**src/rtl/mem_access_ctrl_pkg.sv**
```systemverilog
// Shared constants, types and decode helpers for the MEM-stage access controller.
package mem_access_ctrl_pkg;

    // MIPS load/store opcodes
    localparam logic [5:0] OP_LB  = 6'h20;
    localparam logic [5:0] OP_LH  = 6'h21;
    localparam logic [5:0] OP_LW  = 6'h23;
    localparam logic [5:0] OP_LBU = 6'h24;
    localparam logic [5:0] OP_LHU = 6'h25;
    localparam logic [5:0] OP_SB  = 6'h28;
    localparam logic [5:0] OP_SH  = 6'h29;
    localparam logic [5:0] OP_SW  = 6'h2B;

    // Exception cause codes
    localparam logic [4:0] EXC_NONE = 5'd0;
    localparam logic [4:0] EXC_ADEL = 5'd4;
    localparam logic [4:0] EXC_ADES = 5'd5;
    localparam logic [4:0] EXC_DBE  = 5'd7;
    localparam logic [4:0] EXC_RI   = 5'd10;

    localparam logic [31:0] PC_INIT   = 32'hBFC0_0000;
    localparam logic [31:0] ZERO_WORD = 32'h0000_0000;

    typedef enum logic [1:0] {
        ST_IDLE = 2'd0,
        ST_REQ  = 2'd1,
        ST_DONE = 2'd2
    } mac_state_e;

    typedef enum logic [1:0] {
        SZ_BYTE = 2'd0,
        SZ_HALF = 2'd1,
        SZ_WORD = 2'd2
    } acc_size_e;

    // Access width implied by the opcode; anything unrecognised is treated as a word.
    function automatic acc_size_e op_size(input logic [5:0] op);
        acc_size_e sz;
        case (op)
            OP_LB, OP_LBU, OP_SB: sz = SZ_BYTE;
            OP_LH, OP_LHU, OP_SH: sz = SZ_HALF;
            default:              sz = SZ_WORD;
        endcase
        return sz;
    endfunction

    // Zero-extending loads
    function automatic logic op_unsigned(input logic [5:0] op);
        return (op == OP_LBU) || (op == OP_LHU);
    endfunction

    // Natural-alignment check for the given access width
    function automatic logic is_misaligned(input acc_size_e sz, input logic [1:0] lo);
        logic mis;
        case (sz)
            SZ_BYTE: mis = 1'b0;
            SZ_HALF: mis = lo[0];
            SZ_WORD: mis = (lo != 2'b00);
            default: mis = (lo != 2'b00);
        endcase
        return mis;
    endfunction

endpackage

```
**src/rtl/mem_lane_align.sv**
```systemverilog
// Byte-lane steering: byte enables and store replication on the way out,
// lane extraction and sign/zero extension of read data on the way back.
module mem_lane_align
    import mem_access_ctrl_pkg::*;
(
    input  logic [5:0]  op,
    input  logic [1:0]  addr_lo,
    input  logic [31:0] rt,
    input  logic [31:0] rdata,
    output logic [3:0]  be,
    output logic [31:0] wdata,
    output logic [31:0] load_data
);

    acc_size_e   size_s;
    logic        uns_s;
    logic [7:0]  byte_s;
    logic [15:0] half_s;

    assign size_s = op_size(op);
    assign uns_s  = op_unsigned(op);

    // Lane selection and extension for the access width
    always_comb begin
        be        = 4'b0000;
        wdata     = rt;
        load_data = ZERO_WORD;
        byte_s    = 8'h00;
        half_s    = 16'h0000;
        case (size_s)
            SZ_BYTE: begin
                be    = 4'b0001 << addr_lo;
                wdata = {4{rt[7:0]}};
                case (addr_lo)
                    2'd0:    byte_s = rdata[7:0];
                    2'd1:    byte_s = rdata[15:8];
                    2'd2:    byte_s = rdata[23:16];
                    2'd3:    byte_s = rdata[31:24];
                    default: byte_s = rdata[7:0];
                endcase
                if (uns_s) begin
                    load_data = {24'h00_0000, byte_s};
                end else begin
                    load_data = {{24{byte_s[7]}}, byte_s};
                end
            end
            SZ_HALF: begin
                be    = 4'b0011 << {addr_lo[1], 1'b0};
                wdata = {2{rt[15:0]}};
                if (addr_lo[1]) begin
                    half_s = rdata[31:16];
                end else begin
                    half_s = rdata[15:0];
                end
                if (uns_s) begin
                    load_data = {16'h0000, half_s};
                end else begin
                    load_data = {{16{half_s[15]}}, half_s};
                end
            end
            SZ_WORD: begin
                be        = 4'b1111;
                wdata     = rt;
                load_data = rdata;
            end
            default: begin
                be        = 4'b1111;
                wdata     = rt;
                load_data = rdata;
            end
        endcase
    end

endmodule

```
**src/rtl/mem_access_ctrl.sv**
```systemverilog
// MEM-stage data-memory access controller and MEM/WB pipeline register.
// Runs a req/ack bus handshake for aligned loads/stores, stalls upstream
// until it completes, and reports RI/AdEL/AdES/DBE alongside writeback.
module mem_access_ctrl
    import mem_access_ctrl_pkg::*;
#(
    parameter int BUS_TIMEOUT = 255
) (
    input  logic        clk,
    input  logic        rst,
    input  logic        mem_mux_3,
    input  logic        mem_drce,
    input  logic        mem_dwce,
    input  logic        mem_wce,
    input  logic [5:0]  mem_op,
    input  logic [31:0] mem_pc,
    input  logic [31:0] mem_alu_out,
    input  logic [31:0] mem_rt,
    input  logic [4:0]  mem_rwa,
    output logic        dm_req,
    output logic        dm_we,
    output logic [31:0] dm_addr,
    output logic [3:0]  dm_be,
    output logic [31:0] dm_wdata,
    input  logic [31:0] dm_rdata,
    input  logic        dm_ack,
    output logic        mem_stall,
    output logic        wb_wce,
    output logic [4:0]  wb_rwa,
    output logic [31:0] wb_data,
    output logic [31:0] wb_pc,
    output logic        exc_valid,
    output logic [4:0]  exc_code
);

    localparam int CNT_W   = (BUS_TIMEOUT > 1) ? $clog2(BUS_TIMEOUT + 1) : 1;
    localparam int TO_LAST = (BUS_TIMEOUT > 0) ? (BUS_TIMEOUT - 1) : 0;
    localparam logic [CNT_W-1:0] CNT_LAST = CNT_W'(TO_LAST);
    localparam logic [CNT_W-1:0] CNT_ONE  = CNT_W'(1);
    localparam logic [CNT_W-1:0] CNT_ZERO = CNT_W'(0);

    mac_state_e       state_r;
    logic [CNT_W-1:0] to_cnt_r;
    logic             bus_err_r;
    logic [31:0]      rdata_r;

    logic             access_s;
    logic             both_s;
    logic             misalign_s;
    logic             aligned_acc_s;
    logic [3:0]       be_s;
    logic [31:0]      wdata_s;
    logic [31:0]      load_data_s;
    logic [4:0]       exc_code_s;

    assign access_s      = mem_drce ^ mem_dwce;
    assign both_s        = mem_drce & mem_dwce;
    assign misalign_s    = access_s & is_misaligned(op_size(mem_op), mem_alu_out[1:0]);
    assign aligned_acc_s = access_s & ~misalign_s;

    // Load extraction works on the captured read word; the EXE/MEM inputs are
    // frozen by the stall, so the address bits are still valid in DONE.
    mem_lane_align u_lane (
        .op        (mem_op),
        .addr_lo   (mem_alu_out[1:0]),
        .rt        (mem_rt),
        .rdata     (rdata_r),
        .be        (be_s),
        .wdata     (wdata_s),
        .load_data (load_data_s)
    );

    // Upstream freeze: the launching IDLE cycle plus every REQ cycle
    always_comb begin
        mem_stall = 1'b0;
        if (state_r == ST_REQ) begin
            mem_stall = 1'b1;
        end else if (state_r == ST_IDLE) begin
            mem_stall = aligned_acc_s;
        end else begin
            mem_stall = 1'b0;
        end
    end

    // Exception cause for the instruction leaving the stage this cycle
    always_comb begin
        exc_code_s = EXC_NONE;
        if (both_s) begin
            exc_code_s = EXC_RI;
        end else if (misalign_s) begin
            exc_code_s = mem_drce ? EXC_ADEL : EXC_ADES;
        end else if ((state_r == ST_DONE) && bus_err_r) begin
            exc_code_s = EXC_DBE;
        end else begin
            exc_code_s = EXC_NONE;
        end
    end

    // Bus handshake FSM; ack is only honoured in REQ so stray acks are harmless
    always_ff @(posedge clk) begin
        if (rst) begin
            state_r   <= ST_IDLE;
            to_cnt_r  <= CNT_ZERO;
            bus_err_r <= 1'b0;
            rdata_r   <= ZERO_WORD;
            dm_req    <= 1'b0;
            dm_we     <= 1'b0;
            dm_addr   <= ZERO_WORD;
            dm_be     <= 4'b0000;
            dm_wdata  <= ZERO_WORD;
        end else begin
            case (state_r)
                ST_IDLE: begin
                    to_cnt_r <= CNT_ZERO;
                    if (aligned_acc_s) begin
                        dm_req    <= 1'b1;
                        dm_we     <= mem_dwce;
                        dm_addr   <= {mem_alu_out[31:2], 2'b00};
                        dm_be     <= be_s;
                        dm_wdata  <= wdata_s;
                        bus_err_r <= 1'b0;
                        state_r   <= ST_REQ;
                    end else begin
                        state_r   <= ST_IDLE;
                    end
                end
                ST_REQ: begin
                    if (dm_ack) begin
                        rdata_r <= dm_rdata;
                        dm_req  <= 1'b0;
                        dm_we   <= 1'b0;
                        state_r <= ST_DONE;
                    end else if ((BUS_TIMEOUT != 0) && (to_cnt_r == CNT_LAST)) begin
                        bus_err_r <= 1'b1;
                        dm_req    <= 1'b0;
                        dm_we     <= 1'b0;
                        state_r   <= ST_DONE;
                    end else begin
                        to_cnt_r  <= to_cnt_r + CNT_ONE;
                    end
                end
                ST_DONE: begin
                    to_cnt_r <= CNT_ZERO;
                    state_r  <= ST_IDLE;
                end
                default: begin
                    dm_req  <= 1'b0;
                    dm_we   <= 1'b0;
                    state_r <= ST_IDLE;
                end
            endcase
        end
    end

    // MEM/WB register: bubble while stalled, otherwise advance with the result
    always_ff @(posedge clk) begin
        if (rst) begin
            wb_wce    <= 1'b0;
            wb_rwa    <= 5'd0;
            wb_data   <= ZERO_WORD;
            wb_pc     <= PC_INIT;
            exc_valid <= 1'b0;
            exc_code  <= EXC_NONE;
        end else if (mem_stall) begin
            wb_wce    <= 1'b0;
            exc_valid <= 1'b0;
            exc_code  <= EXC_NONE;
        end else begin
            wb_data   <= mem_mux_3 ? load_data_s : mem_alu_out;
            wb_wce    <= mem_wce & (exc_code_s == EXC_NONE);
            wb_rwa    <= mem_rwa;
            wb_pc     <= mem_pc;
            exc_valid <= (exc_code_s != EXC_NONE);
            exc_code  <= exc_code_s;
        end
    end

endmodule

```
**config.mk**
```make
export PLATFORM = sky130hd
export DESIGN_NAME = mem_access_ctrl
export DESIGN_NICKNAME = d
export VERILOG_FILES = /design/src/rtl/mem_access_ctrl_pkg.sv /design/src/rtl/mem_lane_align.sv /design/src/rtl/mem_access_ctrl.sv
export SDC_FILE = /design/constraint.sdc
export NUM_CORES = 1
export LEC_CHECK = 0
export CAP_MARGIN = 20
export CORE_ASPECT_RATIO = 0.9
export CORE_MARGIN = 5
export CORE_UTILIZATION = 36
export CTS_CLUSTER_DIAMETER = 150
export DETAILED_ROUTE_END_ITERATION = 12
export PLACE_DENSITY = 0.76
export SLEW_MARGIN = 10
export SYNTH_ARGS = -nofsm -noshare
export SYNTH_HDL_FRONTEND = slang
export SYNTH_SLANG_ARGS = --single-unit
```
**constraint.sdc**
```tcl
create_clock -name clk -period 2.26 [get_ports clk]
set_input_delay 0.452 -clock clk [delete_from_list [all_inputs] [get_ports clk]]
set_output_delay 0.452 -clock clk [all_outputs]
set_load 0.03 [all_outputs]
```
; Word level (Yosys, flattened, before mapping)
; Cells that the tools add are included.
; W data, S select, Z words.
[classes]
addsub = 1
mul = 0
n_div = 0
n_lt_le_gt_ge = 0
eq_ne = 18
shifts = 2
mux = 33
bitwise_logic = 7
n_reduce_logical = 19
[op_table]
columns = cell, count
row1 = $pmux W32 S2, 2
row2 = $mux W32, 3
row3 = $eq A6 B6 Y1 const B, 6
row4 = $pmux W8 S4, 1
row5 = $mux W16, 1
row6 = $mux W8, 2
row7 = $pmux W8 S2, 1
row8 = $mux W1, 11
row9 = $add A8 B1 Y8 const B, 1
row10 = $eq A8 B8 Y1 const B, 1
row11 = $pmux W2 S2, 2
row12 = $pmux W4 S2, 1
row13 = $eq A2 B1 Y1 const B, 3
row14 = $eq A2 B2 Y1 const B, 3
row15 = $logic_not A2 Y1, 3
row16 = $mux W3, 2
row17 = $ne A2 B2 Y1 const B, 3
row18 = $pmux W1 S3, 2
row19 = $reduce_and A3 Y1, 2
row20 = $reduce_bool A2 Y1, 3
row21 = $reduce_or A3 Y1, 2
row22 = $logic_not A5 Y1, 1
row23 = $reduce_bool A5 Y1, 1
row24 = $and A1 B1 Y1, 4
row25 = other kinds (14), 19
[totals]
regBits = 187
latchBits = 0
mem_bits_rw = 0
romBits = 0
inputBits = 146
mem_count = 0

; Logic depth before layout (Yosys ltp)
[logic_depth]
word_depth = 11
mapped_depth = 10
ltp_nobuf = 7

; Cells and area by module
; From an unflattened synthesis, not the netlist that was laid out.
[unflattened]
hier_cells = 1014
area_unflattened_um2 = 8705.8
[modules_own_cells]
columns = module, instances, cells_per_inst, area_each_um2, seq_area_each_um2
row1 = mem_access_ctrl, 1, 829, 7368.3, 3723.6
row2 = mem_lane_align, 1, 185, 1337.5, 0.0

; Worst setup path before layout
; No wires, ideal clock.
[synth_timing]
path_kind = input-to-output
start = input mem_drce
end = output mem_stall
arrival_time_ps = 1927
required_time_ps = 1808
setup_slack_ps = -119
path_stages = 8
path_cell_list = ha_1 or3b_4 and2_0 a21o_1 buf_6 inv_4 buf_6 buf_6
[synth_via]
elab_chain_cells = 6
[synth_lines]
columns = element, line_no
row1 = from (decl), mem_access_ctrl.sv:12  ; input logic mem_drce,
row2 = $xor A1 B1 Y1 (*), mem_access_ctrl.sv:56  ; assign access_s = mem_drce ^ mem_dwce;
row3 = $and A1 B1 Y1, mem_access_ctrl.sv:58  ; assign misalign_s = access_s & is_misaligned(op_size(mem_op), mem_alu_out[1:0]);
row4 = $not A1 Y1, mem_access_ctrl.sv:59  ; assign aligned_acc_s = access_s & ~misalign_s;
row5 = $and A1 B1 Y1 (*), mem_access_ctrl.sv:59
row6 = $mux W1 (*), mem_access_ctrl.sv:78  ; end else if (state_r == ST_IDLE) begin
row7 = $mux W1 (*), mem_access_ctrl.sv:76  ; if (state_r == ST_REQ) begin
row8 = to (decl), mem_access_ctrl.sv:27  ; output logic mem_stall,
; Mark *: on every way between the ends. The rest lies on a longest branch, timed or not.

; Final worst setup path
; Same ends and word-level chain as after synthesis.

==> out/results.txt <==
Setup violations remaining at the end of the flow were counted as 0. Global routing used 4.74% of the available met3 tracks. Summed over all instances, the cell type with the most area after synthesis is dfxtp_1. The count of pins on the block boundary is 293. The async set-or-reset flop fraction in the synthesized netlist works out to 0%. STA classifies the critical path startpoint as an input port. The tool flagged a number of max-cap violations equal to 0.

TritonCTS built the clock tree. The worst setup path is captured at an output pin. For the worst setup path, the data required time is 1.81 ns. For this run, the number of Yosys warnings is 0. Counting flops with a built-in enable in the synthesized netlist gives 0.

The synthesized netlist devotes 0.482% of its cell area to adder and majority cells. The number of buffers and inverters on the critical path is 3. In this run, post-CTS hold repair placed 0 buffers. In the synthesized netlist, mux cells make up 2.60% of the area. The effective utilization at floorplan was 36.3%; the final worst-path cycle share was 98.6%. After Yosys synthesis, and, or, nand and nor cells account for 22.1% of the synthesized area.

Yosys mapped the design onto 53 distinct sky130hd cell types. Relative to the synthesized area, the layout overhead comes to 53.9%. Yosys attributes the largest share of cell area to dfxtp_1 48%, nand2_1 14%, a21oi_1 7.5%. The peak-usage layer in the global routing report was met2. The first global-routing pass estimated 42.6 mm of wire. The total detailed-routing wirelength is 28.2 mm. Based on the critical path, the design can be clocked at up to 449 MHz. The tools report the number of max-slew violations in the final report as 0. The synthesized netlist devotes 0.788% of its cell area to XOR and XNOR gates.

The cell family contributing the most delay on the critical path is simple AND/OR/NAND/NOR gates. The via count of the first global-routing pass is 7,633. The floorplan step set the die height to 149 µm. The fraction of power consumed by sequential logic was 41.3%; the setup clock skew after layout was 0.0120 ns.

The cell area that synthesis handed to floorplanning was 7780 µm². The share of post-route cells with drive strength above 1 works out to 9.87%. The area share of the leading cell type in the synthesized netlist was 47.8%. The number of hold violations in the final report came out at 0. The TritonCTS buffer count came out at 17.

The commonest register cell after synthesis is dfxtp_1. In the layout the commonest cells are 300 x nand2_1, 282 x clkdlybuf4s50_1, 186 x dfxtp_1, 117 x a21oi_1, 54 x buf_4. The tools report the worst min-delay path endpoint as exc_code[0]. In this run switching power makes up 28.3% of total power. The depth of the worst register-to-register path is 8. The run gives 35.7% as the met2 layer usage reported by global route. Counting every sink on the clock net gives 186.

The logs give 1,412 for the total number of nets in the final design and 1,961 for the count of fill cells added during filler insertion. Buffers placed on the I/O ports in this run total 289. The end of the worst register-to-register path is wb_data[7]. In the routed layout, each cell is associated on average with a via count of 5.13. Clock-pin slew was measured on the worst setup and hold paths at 0.07 ns. The tightest min-delay check is of the input port to register type. The largest driver fanout on the critical path is 3. Number of cells traversed by the worst hold path: 3.

The most common library cell in the layout ignoring fill and taps was nand2_1. The tools report the internal reg-to-reg setup slack as 0.26 ns. The congestion estimate from routability-driven global placement came to 0.906.

Placeable core area: 21,400 µm². The die is 165 µm wide. The critical path's slowest cell was or3b_4.

The repair_antennas step left the layout with diodes totalling 0. The slew at the pin closest to its max-slew limit works out to 0.707 ns. Traced cell by cell, the critical path runs through buf_2 > ha_4 > or3b_4 > and2_4 > a21o_4 > inv_4 > buf_6.

For the cell total after placement, the log shows 1,531. In this run, the combinational gates consume 22.1% of the power. The number of violations reported at the end of detailed-routing iteration 0 came out at 661. The root buffer cell chosen for the clock tree is clkbuf_16. The storage element area was 3720 µm². No sink is reached through more buffers than the 2 on the longest clock path. Across every metal layer, demand over resource in global routing totals 22.1%. Summing the sequential cell areas from Yosys gives 47.8% of the chip area. Cell internal power was estimated by the tool at 6.24 mW.

The critical path's largest stage delay is 0.37 ns, and the register bit count reported by yosys is 186. In this run the critical register-to-register path is launched from state_r[0]. The analysis attributes to net switching a power of 2.47 mW.

Count of standard-cell rows: 51. The later pin in the worst-skew pair is clocked with a latency of 0.43 ns. The met1 layer usage reported by global route is 29.1%, and the clock network fraction of total power is 36.6%.

After detailed routing, the average wire length per cell comes to 18.0 µm. The compound-cell area share of the yosys netlist came out at 20.8%. In this run the most critical hold path is launched from mem_drce.

Setup repair after global routing left no endpoint under its margin. IR analysis of the VDD net gives a maximum drop of 0.000451 V. The logs give 140 for the largest net degree at the start of global routing and 4 for the number of H-tree levels.

For the hold slack, the log shows 0.358 ns. In the routed design, unresolved DRC markers number 0. Total leakage power: 4.42 nW.

The critical path start-end classification is input port to output pin. The clock period could shrink to 2.23 ns. The logs give 8.71 mW for the total power consumption of the routed design and 24,700 µm² for the floorplan die area. The total via count after detailed routing is 8,042. The finished layout holds 1,567 standard cells, fillers aside. The detail route stage leaves a number of antenna-violating nets equal to 0. For the multi-input logic area, the log shows 3690 µm². The tools report the relative slew slack as 52.9%.

The flow ran to the end, and the final reports show no timing, DRC or antenna violations. STA puts the critical path data arrival time at 1.78 ns. The first detailed-routing pass ran for 7 iterations. The dominant combinational cell family by area after synthesis was simple AND/OR/NAND/NOR gates. Power spread over the standard cell area amounts to 727 nW/µm². The HPWL after detailed placement is 21.2 mm. The initial antenna violation count is 0. Summed over all layers, the global routing overflow is 0.

The number of instances in the synthesized netlist is 969, and the mean post-synth cell area is 8.03 µm².
==> worst max path at each step <==
| stage | from | to | slack, ns | depth (start not counted) |
|---|---|---|---|---|
| floorplan | mem_dwce | mem_stall | -0.04 | 8 |
| global placement | mem_dwce | mem_stall | -0.43 | 7 |
| detailed placement | mem_drce | wb_data[7] | -0.45 | 9 |
| CTS | state_r[0] | mem_stall | 0.02 | 5 |
| global route | state_r[0] | mem_stall | 0.003 | 5 |
| finish | mem_drce | mem_stall | 0.03 | 7 |
==> worst min-delay path: stages <==
cell,delay [ns]
buf_2,0.11
mux2_2,0.14
nor3_1,0.04
==> cell type report <==
cell class,instances,share of cell area [%]
sequential,186,31.1
multi-input combinational,694,30.8
timing repair buffer,355,29.4
clock buffer,23,4.16
tap,291,3.04
clock inverter,9,1.13
inverter,9,0.303
==> registers in the layout (all words and copies together), names as in the netlist <==
register	flops
to_cnt_r	8
bus_err_r	1
wb_rwa	5
dm_we	1
rdata_r	32
dm_req	1
dm_addr	30
wb_pc	32
dm_be	4
exc_valid	1
wb_data	32
dm_wdata	32
exc_code	4
wb_wce	1
state_r	2
==> through the flow <==
step	worst slack [ns]	area (µm²)	TNS [ns]	util [%]
after global placement	-0.429	11300	-42.79	52.7
final	0.0321	12000	0	55.9
after detailed placement	-0.454	11300	-47.43	52.7
after CTS	0.0165	12000	0	55.8
after floorplan	-0.0391	7810	-0.0391	-
after global routing	0.00310	12000	0	55.9
==> kinds of logic after synthesis <==
family,Yosys count
xor+xnor,7
mux,20
fa+ha+maj,3
buf+inv,91
flops,186
other cells,1
simple gates,420
compound gates,241
==> layer usage <==
layer / wire length [µm] / share of wire [%] / vias up
met2: 13500 / 48 / 289
met4: 1090 / 3.8 / 0
met1: 11900 / 42 / 3779
met5: 0 / 0 / -
met3: 1690 / 6.0 / 59
li1: - / - / 3915
==> power groups by stage <==
| stage | Combinational (mW) | Sequential (mW) | Clock (mW) |
|---|---|---|---|
| 2_1_floorplan | 0.605 | 4.02 | 0 |
| 3_3_place_gp | 1.88 | 3.66 | 0 |
| 3_5_place_dp | 1.91 | 3.67 | 0 |
| 4_1_cts | 1.93 | 3.60 | 3.26 |
| 5_1_grt | 2.04 | 3.62 | 3.39 |
| 6_report | 1.92 | 3.60 | 3.19 |
==> cell usage after synthesis, types with 6 or more instances <==
cell type / number
nand2_1: 300
dfxtp_1: 186
a21oi_1: 117
clkbuf_1: 50
nor2_1: 47
nand3_1: 44
buf_2: 21
a311oi_1: 18
mux2i_1: 18
o21ai_0: 18
o2bb2ai_1: 16
o22ai_1: 15
a221oi_1: 14
o211ai_1: 9
o41ai_2: 8
buf_4: 7
inv_1: 7
o31ai_1: 7
nor3_1: 6
xor2_1: 6
==> timing repair <==
| item | CTS | global route |
|---|---|---|
| setup endpoints to repair | 4 | 16 |
| pin swaps | 4 | 0 |
| gates resized for setup | 17 | 1 |
| setup buffers | 4 | 0 |
| cloned | 0 | 0 |
Power figures use the tool's default switching activity.
